**config.mk**
```make
export PLATFORM = sky130hd
export DESIGN_NAME = ball_mover_flat
export DESIGN_NICKNAME = d
export VERILOG_FILES = /design/src/rtl/ball_mover_pkg.sv /design/src/rtl/ball_mover_if.sv /design/src/rtl/ball_mover_axis_stepper.sv /design/src/rtl/ball_mover.sv /design/src/flat_wrapper.sv
export SDC_FILE = /design/constraint.sdc
export NUM_CORES = 1
export LEC_CHECK = 0
export CORE_MARGIN = 10
export CORE_UTILIZATION = 53
export CTS_BUF_LIST = sky130_fd_sc_hd__clkbuf_4
export DETAILED_ROUTE_END_ITERATION = 8
export PLACE_DENSITY_LB_ADDON = 0.1
export SYNTH_ARGS = -nofsm -noshare
export SYNTH_HDL_FRONTEND = slang
export SYNTH_HIERARCHICAL = 1
export SYNTH_SLANG_ARGS = --single-unit
```
**constraint.sdc**
```tcl
create_clock -name clk -period 2.6 [get_ports clk]
set_clock_uncertainty 0.1 [all_clocks]
set_input_delay 0.26 -clock clk [delete_from_list [all_inputs] [get_ports clk]]
set_output_delay 0.26 -clock clk [all_outputs]
set_load 0.02 [all_outputs]
```
**src/rtl/ball_mover_pkg.sv**
```systemverilog
// Shared types and screen constants for the ball mover slice and its neighbours
// (sync generator, renderer).
package ball_mover_pkg;

  localparam int unsigned H_ACTIVE = 640;
  localparam int unsigned V_ACTIVE = 480;
  localparam int unsigned COORD_W  = 10;

  typedef enum logic [1:0] {
    IDLE   = 2'd0,
    RUN    = 2'd1,
    PAUSED = 2'd2
  } state_e;

endpackage

```
**src/rtl/ball_mover_if.sv**
```systemverilog
// Control inputs and registered sprite outputs between ball_mover and its neighbours.
interface ball_mover_if;

  logic                                 tick;
  logic                                 start;
  logic                                 pause;
  logic [ball_mover_pkg::COORD_W-1:0]   ballX;
  logic [ball_mover_pkg::COORD_W-1:0]   ballY;
  logic                                 dirX;
  logic                                 dirY;
  logic                                 bounce;
  logic                                 running;

  modport master (
    output tick, start, pause,
    input  ballX, ballY, dirX, dirY, bounce, running
  );

  modport slave (
    input  tick, start, pause,
    output ballX, ballY, dirX, dirY, bounce, running
  );

endinterface

```
**src/rtl/ball_mover_axis_stepper.sv**
```systemverilog
// One axis of ball motion: advances by SPEED, clamps to [0, limit] and flips
// direction on a wall hit.
module axis_stepper
#(
  parameter int unsigned SPEED = 2
) (
  input  logic [ball_mover_pkg::COORD_W-1:0] pos,
  input  logic                               dir,
  input  logic                               en,
  input  logic [ball_mover_pkg::COORD_W-1:0] limit,
  output logic [ball_mover_pkg::COORD_W-1:0] pos_nxt,
  output logic                               dir_nxt,
  output logic                               hit
);

  import ball_mover_pkg::*;

  // One extra bit on the rightward compare so pos + SPEED cannot wrap.
  always_comb begin
    pos_nxt = pos;
    dir_nxt = dir;
    hit     = 1'b0;
    if (en) begin
      if (dir) begin
        if (({1'b0, pos} + (COORD_W+1)'(SPEED)) >= {1'b0, limit}) begin
          pos_nxt = limit;
          dir_nxt = 1'b0;
          hit     = 1'b1;
        end else begin
          pos_nxt = pos + COORD_W'(SPEED);
        end
      end else begin
        if (pos <= COORD_W'(SPEED)) begin
          pos_nxt = '0;
          dir_nxt = 1'b1;
          hit     = 1'b1;
        end else begin
          pos_nxt = pos - COORD_W'(SPEED);
        end
      end
    end
  end

endmodule

```
**src/rtl/ball_mover.sv**
```systemverilog
// Frame-rate ball sprite mover: serve/run/pause FSM plus registered position,
// direction, bounce pulse and running flag.
module ball_mover
#(
  parameter int unsigned H_ACTIVE  = ball_mover_pkg::H_ACTIVE,
  parameter int unsigned V_ACTIVE  = ball_mover_pkg::V_ACTIVE,
  parameter int unsigned BALL_SIZE = 8,
  parameter int unsigned SPEED     = 2,
  parameter int unsigned X_INIT    = 316,
  parameter int unsigned Y_INIT    = 236
) (
  input  logic         clk,
  input  logic         reset_n,
  ball_mover_if.slave  bus
);

  import ball_mover_pkg::*;

  localparam logic [COORD_W-1:0] XMAX = COORD_W'(H_ACTIVE - BALL_SIZE);
  localparam logic [COORD_W-1:0] YMAX = COORD_W'(V_ACTIVE - BALL_SIZE);

  state_e               state_q, state_d;
  logic [COORD_W-1:0]   ball_x_q, ball_x_d;
  logic [COORD_W-1:0]   ball_y_q, ball_y_d;
  logic                 dir_x_q, dir_x_d;
  logic                 dir_y_q, dir_y_d;
  logic                 bounce_q, bounce_d;
  logic                 running_q, running_d;

  logic [COORD_W-1:0]   x_nxt, y_nxt;
  logic                 x_dir_nxt, y_dir_nxt;
  logic                 x_hit, y_hit;
  logic                 step_en;

  // Motion uses the state before this edge, so the edge leaving IDLE or PAUSED never moves.
  assign step_en = (state_q == RUN) && !bus.pause && bus.tick;

  axis_stepper #(.SPEED(SPEED)) u_step_x (
    .pos     (ball_x_q),
    .dir     (dir_x_q),
    .en      (step_en),
    .limit   (XMAX),
    .pos_nxt (x_nxt),
    .dir_nxt (x_dir_nxt),
    .hit     (x_hit)
  );

  axis_stepper #(.SPEED(SPEED)) u_step_y (
    .pos     (ball_y_q),
    .dir     (dir_y_q),
    .en      (step_en),
    .limit   (YMAX),
    .pos_nxt (y_nxt),
    .dir_nxt (y_dir_nxt),
    .hit     (y_hit)
  );

  always_ff @(posedge clk) begin
    if (!reset_n) begin
      state_q   <= IDLE;
      ball_x_q  <= COORD_W'(X_INIT);
      ball_y_q  <= COORD_W'(Y_INIT);
      dir_x_q   <= 1'b1;
      dir_y_q   <= 1'b1;
      bounce_q  <= 1'b0;
      running_q <= 1'b0;
    end else begin
      state_q   <= state_d;
      ball_x_q  <= ball_x_d;
      ball_y_q  <= ball_y_d;
      dir_x_q   <= dir_x_d;
      dir_y_q   <= dir_y_d;
      bounce_q  <= bounce_d;
      running_q <= running_d;
    end
  end

  always_comb begin
    state_d = state_q;
    case (state_q)
      IDLE:    if (bus.start)  state_d = RUN;
      RUN:     if (bus.pause)  state_d = PAUSED;
      PAUSED:  if (!bus.pause) state_d = RUN;
      default: state_d = IDLE;
    endcase
  end

  always_comb begin
    ball_x_d  = x_nxt;
    ball_y_d  = y_nxt;
    dir_x_d   = x_dir_nxt;
    dir_y_d   = y_dir_nxt;
    bounce_d  = x_hit | y_hit;
    running_d = (state_d == RUN);
  end

  assign bus.ballX   = ball_x_q;
  assign bus.ballY   = ball_y_q;
  assign bus.dirX    = dir_x_q;
  assign bus.dirY    = dir_y_q;
  assign bus.bounce  = bounce_q;
  assign bus.running = running_q;

endmodule

```
**src/flat_wrapper.sv**
```systemverilog
// flat-port wrapper written by rule: the top's interface ports become plain ports
module ball_mover_flat import ball_mover_pkg::*;
#(
  parameter int unsigned H_ACTIVE  = ball_mover_pkg::H_ACTIVE,
  parameter int unsigned V_ACTIVE  = ball_mover_pkg::V_ACTIVE,
  parameter int unsigned BALL_SIZE = 8,
  parameter int unsigned SPEED     = 2,
  parameter int unsigned X_INIT    = 316,
  parameter int unsigned Y_INIT    = 236
)
  (clk, reset_n, bus_tick, bus_start, bus_pause, bus_ballX, bus_ballY, bus_dirX, bus_dirY, bus_bounce, bus_running);
  ball_mover_if bus_i ();
  input  logic clk;
  input  logic reset_n;
  input wire logic [$bits(bus_i.tick)-1:0] bus_tick;
  input wire logic [$bits(bus_i.start)-1:0] bus_start;
  input wire logic [$bits(bus_i.pause)-1:0] bus_pause;
  output wire logic [$bits(bus_i.ballX)-1:0] bus_ballX;
  output wire logic [$bits(bus_i.ballY)-1:0] bus_ballY;
  output wire logic [$bits(bus_i.dirX)-1:0] bus_dirX;
  output wire logic [$bits(bus_i.dirY)-1:0] bus_dirY;
  output wire logic [$bits(bus_i.bounce)-1:0] bus_bounce;
  output wire logic [$bits(bus_i.running)-1:0] bus_running;
  assign bus_i.tick = bus_tick;
  assign bus_i.start = bus_start;
  assign bus_i.pause = bus_pause;
  assign bus_ballX = bus_i.ballX;
  assign bus_ballY = bus_i.ballY;
  assign bus_dirX = bus_i.dirX;
  assign bus_dirY = bus_i.dirY;
  assign bus_bounce = bus_i.bounce;
  assign bus_running = bus_i.running;
  ball_mover #(.H_ACTIVE(H_ACTIVE), .V_ACTIVE(V_ACTIVE), .BALL_SIZE(BALL_SIZE), .SPEED(SPEED), .X_INIT(X_INIT), .Y_INIT(Y_INIT)) u_core (.clk(clk), .reset_n(reset_n), .bus(bus_i));
endmodule
```
==> flow_metrics.env, run 1 <==
export IMPL_synth_cells=345
export IMPL_p_leak_nw=1.671
export IMPL_fin_crit_sh_pct=106.5
export IMPL_tritoncts="built"
export IMPL_drv_cap=0
export IMPL_yosysSeqAreaShare_pct=19.48
export IMPL_synth_area_um2=2673
export IMPL_core_area_um2=4817
export IMPL_power_mw=1.165
export IMPL_hold_viol_final=0
export IMPL_grt_pass1_wl_mm=12.52
export IMPL_ys_warn_count=6
export IMPL_start_kind="register"
export IMPL_report_final_setup_viol=12
export IMPL_worst_hold_slack_ns=0.4493
export IMPL_port_buffers=28
export IMPL_ys_seq_elements=26
export IMPL_syn_to_final_growth_pct=48.64
export IMPL_gp_congestion=0.8483
export IMPL_final_common_cell="buf_4"
export IMPL_rsz0062_at_grt="true"
export IMPL_synth_top_area_share_pct=19.48
export IMPL_antenna_left=0
export IMPL_clk_pin_slew_ns=0.14
export IMPL_worstPathRequired_ns=2.74
export IMPL_fp_dieH_um=91.01
export IMPL_r2r_slack_ns=-0.17
export IMPL_violations="setup timing"
export IMPL_synth_top_cell_by_area="dfxtp_1"
export IMPL_clock_latency_ns=0.33
export IMPL_die_w_um=91.01
export IMPL_drtIter0Drc=300
export IMPL_synth_edf_count=0
export IMPL_fin_util_pct=82.47
export IMPL_endpoint_kind="register"
export IMPL_final_layout_size_suffix_gt1_share_pct=31.73
export IMPL_htreeDepth=1
export IMPL_worstPathArrival_ns=2.91
export IMPL_grt_total_usage_pct=17.60
export IMPL_tns_ns=-1.253
export IMPL_period_needed_ns=2.768
export IMPL_crit_fanout=5
export IMPL_cts_root_buf="clkbuf_4"
export IMPL_synth_main_ff_cell="dfxtp_1"
export IMPL_setup_ws_ns=-0.1684
export IMPL_nets=487
export IMPL_pre_cts_slack_ns=-0.1201
export IMPL_firstDrtPassIters=6
export IMPL_start_util_pct=55.48
export IMPL_setup_worst_path_class="reg -> reg"
export IMPL_async_flop_share_pct=0
export IMPL_status="finished, violations left"
export IMPL_p_per_area_nw_per_um2=293.2
export IMPL_place_hpwl_mm=5.541
export IMPL_clk_path_buf_depth=2
export IMPL_yosys_top_cells_area="dfxtp_1 (19%), ha_1 (11%), nor2_1 (4.6%), inv_1 (4.1%), xnor2_1 (3.6%)"
export IMPL_dieArea_um2=8283
export IMPL_grt_pass1_vias=2600
export IMPL_holdBufCountCts=0
export IMPL_fmax_mhz=361.2
export IMPL_hold_class="in -> reg"
export IMPL_antenna_cells=0
export IMPL_grt_max_degree=41
export IMPL_routed_wl_mm=8.269
export IMPL_drv_slew=0
export IMPL_numCtsBuffers=3
export IMPL_syn_avg_cell_area_um2=7.747
export IMPL_synth_cell_type_count=59
export IMPL_gr_total_overflow=0
export IMPL_vdd_ir_drop_max_mv=0.4941
export IMPL_via_per_inst=5.609
export IMPL_layout_common_cells="buf_4 (53), conb_1 (40), clkdlybuf4s50_1 (28), nor2_1 (27), inv_1 (26)"
export IMPL_wl_per_cell_um=15.78
export IMPL_num_vias=2939
export IMPL_antenna_found_initial=0
export IMPL_ios=29
export IMPL_rows=25
export IMPL_drc=0
export IMPL_numClockSinks=26
## timing repair
| item | in CTS | in global routing |
|---|---|---|
| pin swaps | 16 | 41 |
| gates cloned | 1 | 0 |
| resized for setup | 19 | 52 |
| buffers inserted | 7 | 12 |
| endpoints found under the setup margin | 17 | 22 |
## Yosys cell counts, drive strengths merged, types with 4 or more instances
library cell,n
a221oi,7
ha,24
buf,12
nand2,22
nand2b,10
dfxtp,26
nand4,4
a21o,5
xnor2,11
o21ai,28
and3,5
mux2i,7
nor2,33
or2b,4
nand3,15
nor2b,5
o221ai,4
and2,11
nor3,7
inv,29
o211ai,4
a21oi,13
xor2,9
clkbuf,9
## layout make-up
type	instances	area [um^2]
multi-input cells	308	2407
fillers	318	844.6
repair buffers	90	788.3
flip-flops and latches	26	555.5
inverters	29	111.4
well taps	67	83.83
clock buffers	3	22.52
clock inverters	1	3.754
## power breakdown
part	internal, mW	total [mW]	switching (mW)	leakage, nW
Sequential	0.411	0.429	0.0181	0.212
Combinational	0.264	0.556	0.292	1.44
Clock	0.0566	0.180	0.123	0.0154
## layer usage
layer,vias up,wire (um),GRT usage [%],part of all wire (%)
li1,1405,-,-,-
met1,1381,3527,23.58,43
met2,139,3831,28.28,46
met3,14,778,4.198,9.4
met4,0,131,2.872,1.6
met5,-,0,0,0
## critical path, cell delays in order (launching register included)
cell and delay (ns):
dfxtp_4 0.41, ha_4 0.16, inv_4 0.04, nor2_4 0.14, nand3_2 0.13, xnor2_2 0.18
ha_2 0.18, a221o_1 0.30, a41oi_4 0.27, o21ai_4 0.12, buf_4 0.15, buf_6 0.11
o2111ai_1 0.09, nand3_1 0.13, and2_4 0.17
## path summary, 6_finish.rpt
kind,endpoint,from,depth (start not counted)
worst max-delay path,u_core/bus.ballX[6],u_core/bus.ballX[2],14
worst min-delay path,u_core/state_q[1],bus_pause,2
worst max register to register,u_core/bus.ballX[6],u_core/bus.ballX[2],14
worst min register to register,u_core/bus.ballY[6],u_core/bus.ballY[6],3
## cell families after synthesis
logic type	after synthesis	synth area share [%]
compound gates	86	25.42
xor+xnor	20	6.554
fa+ha+maj	24	11.24
buf+inv	50	8.754
flops	26	19.48
mux	8	3.043
other cells	2	0.2810
simple gates	129	25.23
## through the flow
| stage | instance area (um^2) | instances |
|---|---|---|
| 6_report | 3973 | 524 |
| 2_1_floorplan | 2933 | 383 |
| 4_1_cts | 3650 | 512 |
| 5_1_grt | 3973 | 524 |
| 3_3_place_gp | 3472 | 500 |
| 3_5_place_dp | 3472 | 500 |
## sequential cells by signal, summed over array words and instances (netlist names)
signal / flops
u_core/bus.running: 1
u_core/state_q: 2
u_core/bus.ballY: 10
u_core/bus.ballX: 10
u_core/bus.dirY: 1
u_core/bus.bounce: 1
u_core/bus.dirX: 1
(Power assumes the default switching activity.)
==> inputs of run 2 (changes only) <==
Settings changed: MAX_ROUTING_LAYER from default to met4.
==> flow_metrics.env, run 2 (synthesis results as in run 1) <==
export IMPL_status="finished, violations left"
export IMPL_violations="setup timing"
export IMPL_hold_class="in -> reg"
export IMPL_tritoncts="built"
export IMPL_wl_met2_mm=3.844
export IMPL_hold_viol_final=0
export IMPL_start_kind="register"
export IMPL_clk_pin_slew_ns=0.14
export IMPL_start_util_pct=55.48
export IMPL_p_per_area_nw_per_um2=292.7
export IMPL_drv_slew=0
export IMPL_rows=25
export IMPL_fmax_mhz=362.7
export IMPL_crit_fanout=5
export IMPL_period_needed_ns=2.757
export IMPL_wl_per_cell_um=15.72
export IMPL_numCtsBuffers=3
export IMPL_dieArea_um2=8283
export IMPL_die_w_um=91.01
export IMPL_worstPathRequired_ns=2.74
export IMPL_clock_latency_ns=0.33
export IMPL_power_mw=1.163
export IMPL_multiInputGateArea_um2=2407
export IMPL_drc=0
export IMPL_drv_cap=0
export IMPL_final_cells=524
export IMPL_routed_wl_mm=8.237
export IMPL_grt_max_degree=41
export IMPL_core_area_um2=4817
export IMPL_grt_pass1_vias=2604
export IMPL_antenna_cells=0
export IMPL_ios=29
export IMPL_place_hpwl_mm=5.541
export IMPL_htreeDepth=1
export IMPL_report_final_setup_viol=12
export IMPL_num_vias=2915
export IMPL_worst_hold_slack_ns=0.4496
export IMPL_via_per_inst=5.563
export IMPL_numClockSinks=26
export IMPL_antenna_found_initial=0
export IMPL_antenna_left=0
export IMPL_vdd_ir_drop_max_mv=0.4977
export IMPL_gp_congestion=0.8617
export IMPL_layout_common_cells="buf_4 (53), conb_1 (40), clkdlybuf4s50_1 (28), nor2_1 (27), inv_1 (26)"
export IMPL_wl_met1_mm=3.661
export IMPL_gr_total_overflow=0
export IMPL_wl_met3_um=622
export IMPL_fin_crit_sh_pct=106.1
export IMPL_clk_path_buf_depth=2
export IMPL_nFillCells=318
export IMPL_final_layout_size_suffix_gt1_share_pct=31.73
export IMPL_seq_area_um2=555.5
export IMPL_setup_worst_path_class="reg -> reg"
export IMPL_highest_layer="met4"
export IMPL_nets=487
export IMPL_final_common_cell="buf_4"
export IMPL_firstDrtPassIters=5
export IMPL_syn_to_final_growth_pct=48.64
export IMPL_setup_ws_ns=-0.1574
export IMPL_worstPathArrival_ns=2.90
export IMPL_endpoint_kind="register"
export IMPL_p_leak_nw=1.671
export IMPL_grt_pass1_wl_mm=12.51
export IMPL_port_buffers=28
export IMPL_placed_cells=500
export IMPL_rsz0062_at_grt="true"
export IMPL_grt_total_usage_pct=18.13
export IMPL_drtIter0Drc=239
export IMPL_fp_dieH_um=91.01
export IMPL_cts_root_buf="clkbuf_4"
export IMPL_pre_cts_slack_ns=-0.1201
==> run 2: cell counts in the layout (fill, tap and decap cells not counted) <==
No cell type changed its count.
==> run 2: timing repair <==
action / CTS / global route
buffers inserted: 7 / 12
setup endpoints to repair: 17 / 22
cloned: 1 / 0
resized for setup: 19 / 52
pin swaps: 16 / 41
hold buffers: 0 / 0
==> run 2: where the power goes <==
group | switching [mW] | internal [mW] | leakage [nW]
clock | 0.123 | 0.0565 | 0.0154
sequential | 0.0179 | 0.411 | 0.212
combinational | 0.291 | 0.264 | 1.44
==> run 2: through the flow <==
step / setup TNS [ns] / utilization, % / instance area (um^2)
5_1_grt: -2.086 / 82.47 / 3973
3_3_place_gp: -0.2377 / 72.08 / 3472
2_1_floorplan: -0.002335 / - / 2933
3_5_place_dp: -0.9671 / 72.08 / 3472
4_1_cts: 0 / 75.77 / 3650
6_report: -1.204 / 82.47 / 3973
==> run 2: per-layer routing <==
layer	up-vias	global-route usage [%]
met5	-	-
met4	0	2.872
met3	10	3.292
met2	128	28.16
met1	1374	24.24
li1	1403	-
==> run 2: layout make-up <==
| class | count | share of cell area [%] |
|---|---|---|
| multi-input combinational | 308 | 60.60 |
| timing repair buffer | 90 | 19.84 |
| sequential | 26 | 13.98 |
| inverter | 29 | 2.803 |
| tap | 67 | 2.110 |
| clock buffer | 3 | 0.5669 |
| clock inverter | 1 | 0.09449 |
==> run 2: path summary, 6_finish.rpt <==
kind,from,endpoint,slack [ns],cells after the start
max,u_core/bus.ballX[2],u_core/bus.ballX[6],-0.16,14
min,bus_pause,u_core/state_q[1],0.45,2
max reg2reg,u_core/bus.ballX[2],u_core/bus.ballX[6],-0.16,14
min reg2reg,u_core/bus.ballY[6],u_core/bus.ballY[6],0.53,3
==> run 2: worst max-delay path: stages, from the launching register on <==
cell and delay, ns:
dfxtp_4 0.41, ha_4 0.15, inv_4 0.04, nor2_4 0.14, nand3_2 0.13, xnor2_2 0.18
ha_2 0.18, a221o_1 0.30, a41oi_4 0.27, o21ai_4 0.12, buf_4 0.15, buf_6 0.10
o2111ai_1 0.09, nand3_1 0.13, and2_4 0.17
==> inputs of run 3 (changes only) <==
Settings changed: CORE_UTILIZATION 53 to 44.
==> flow_metrics.env, run 3 (synthesis results as in run 1) <==
export IMPL_grt_total_usage_pct=15.04
export IMPL_port_buffers=28
export IMPL_antenna_left=0
export IMPL_clk_pin_slew_ns=0.16
export IMPL_fp_dieH_um=97.94
export IMPL_numCtsBuffers=3
export IMPL_crit_fanout=5
export IMPL_rsz0062_at_grt="true"
export IMPL_place_hpwl_mm=5.531
export IMPL_final_cells=535
export IMPL_start_kind="register"
export IMPL_ios=29
export IMPL_hold_viol_final=0
export IMPL_period_needed_ns=2.648
export IMPL_tns_ns=-0.1967
export IMPL_drtIter0Drc=152
export IMPL_clk_path_buf_depth=2
export IMPL_final_layout_size_suffix_gt1_share_pct=31.96
export IMPL_status="finished, violations left"
export IMPL_cts_root_buf="clkbuf_4"
export IMPL_setup_worst_path_class="reg -> reg"
export IMPL_routed_wl_mm=7.828
export IMPL_finish_instance_area_um2=3990
export IMPL_wl_per_cell_um=14.63
export IMPL_grt_pass1_vias=2535
export IMPL_drv_cap=0
export IMPL_antenna_found_initial=0
export IMPL_fmax_mhz=377.7
export IMPL_rr_startpoint="u_core/bus.ballX[2]"
export IMPL_gr_total_overflow=0
export IMPL_grt_pass1_wl_mm=12.29
export IMPL_nFillCells=490
export IMPL_drv_slew=0
export IMPL_gp_congestion=0.8590
export IMPL_fin_util_pct=67.39
export IMPL_nets=490
export IMPL_firstDrtPassIters=4
export IMPL_tritoncts="built"
export IMPL_layout_common_cells="buf_4 (55), conb_1 (40), clkdlybuf4s50_1 (28), nor2_1 (28), inv_1 (27)"
export IMPL_rows=28
export IMPL_drc=0
export IMPL_fin_crit_sh_pct=101.8
export IMPL_endpoint_kind="register"
export IMPL_numClockSinks=26
export IMPL_clock_latency_ns=0.34
export IMPL_p_leak_nw=1.685
export IMPL_grt_max_degree=41
export IMPL_setup_ws_ns=-0.04777
export IMPL_syn_to_final_growth_pct=49.30
export IMPL_p_per_area_nw_per_um2=314.5
export IMPL_htreeDepth=1
export IMPL_report_final_setup_viol=7
export IMPL_die_w_um=97.94
export IMPL_via_per_inst=5.219
export IMPL_relSlewSlack_pct=66.74
export IMPL_placed_cells=519
export IMPL_dpl_cell_area_um2=3577
export IMPL_hold_class="in -> reg"
export IMPL_vdd_ir_drop_max_mv=0.2404
export IMPL_worst_slew_pin_slew_ns=0.4952
export IMPL_final_common_cell="buf_4"
export IMPL_start_util_pct=45.14
export IMPL_worstPathRequired_ns=2.73
export IMPL_violations="setup timing"
export IMPL_num_vias=2792
export IMPL_hold_start="bus_pause"
export IMPL_critPathLaunch="u_core/bus.ballX[2]"
export IMPL_core_area_um2=5921
export IMPL_dieArea_um2=9591
export IMPL_antenna_cells=0
export IMPL_worstPathArrival_ns=2.78
## run 3: cell count changes in the layout (fill, tap and decap cells not counted), sizes merged
cell | before | now
buf | 62 | 65
clkinv | 1 | 0
bufinv | 0 | 1
## run 3: per-layer routing
| layer | vias up | track usage (%) | part of all wire, % |
|---|---|---|---|
| li1 | 1421 | - | - |
| met1 | 1288 | 20.48 | 48 |
| met2 | 75 | 22.69 | 45 |
| met3 | 8 | 3.030 | 5.5 |
| met4 | 0 | 2.125 | 0.77 |
| met5 | - | - | 0 |
## run 3: repair_timing
action                                  CTS  global route
hold buffers                              0             0
cloned                                    1             0
setup buffers                             2             9
pin swaps                                 5            26
gates resized for setup                  11            51
endpoints found under the setup margin   20            22
## run 3: layout make-up
| cell class | instances | area (um^2) | share of cell area [%] |
|---|---|---|---|
| multi-input combinational | 308 | 2357 | 59.08 |
| timing repair buffer | 93 | 823.3 | 20.63 |
| sequential | 26 | 554.3 | 13.89 |
| inverter | 29 | 108.9 | 2.728 |
| tap | 75 | 93.84 | 2.352 |
| clock inverter | 1 | 30.03 | 0.7526 |
| clock buffer | 3 | 22.52 | 0.5644 |
## run 3: power by group
group          leakage (nW)  switching, mW  total [mW]  internal, mW
combinational          1.45          0.277       0.539         0.262
clock                0.0279          0.129       0.285         0.156
sequential            0.211         0.0181       0.430         0.412
## run 3: worst paths after layout
check                                           end  slack, ns  cells past startpoint
worst max-delay path            u_core/bus.ballX[4]      -0.05                     12
worst min-delay path              u_core/state_q[1]       0.44                      2
worst max register to register  u_core/bus.ballX[4]      -0.05                     12
worst min register to register  u_core/bus.ballY[5]       0.53                      3
## run 3: critical path: stages (launching register included)
cell and delay (ns):
dfxtp_4 0.39, buf_4 0.13, nand3_2 0.09, or2_4 0.25, xnor2_1 0.14, ha_1 0.32
and3_4 0.17, a41oi_4 0.27, o21ai_4 0.14, buf_6 0.13, mux2i_1 0.14, o21ai_1 0.07
or2b_1 0.21
## run 3: metrics by stage
step / hold WS (ns) / power (mW) / worst slack [ns]
after CTS: 0.4285 / 1.183 / -0.04819
after global routing: 0.4644 / 1.323 / -0.1697
after global placement: 0.4849 / 0.8781 / -0.1309
final: 0.4353 / 1.255 / -0.04777
after floorplan: 0.2330 / 0.7333 / -0.002335
after detailed placement: 0.5010 / 0.8844 / -0.1581
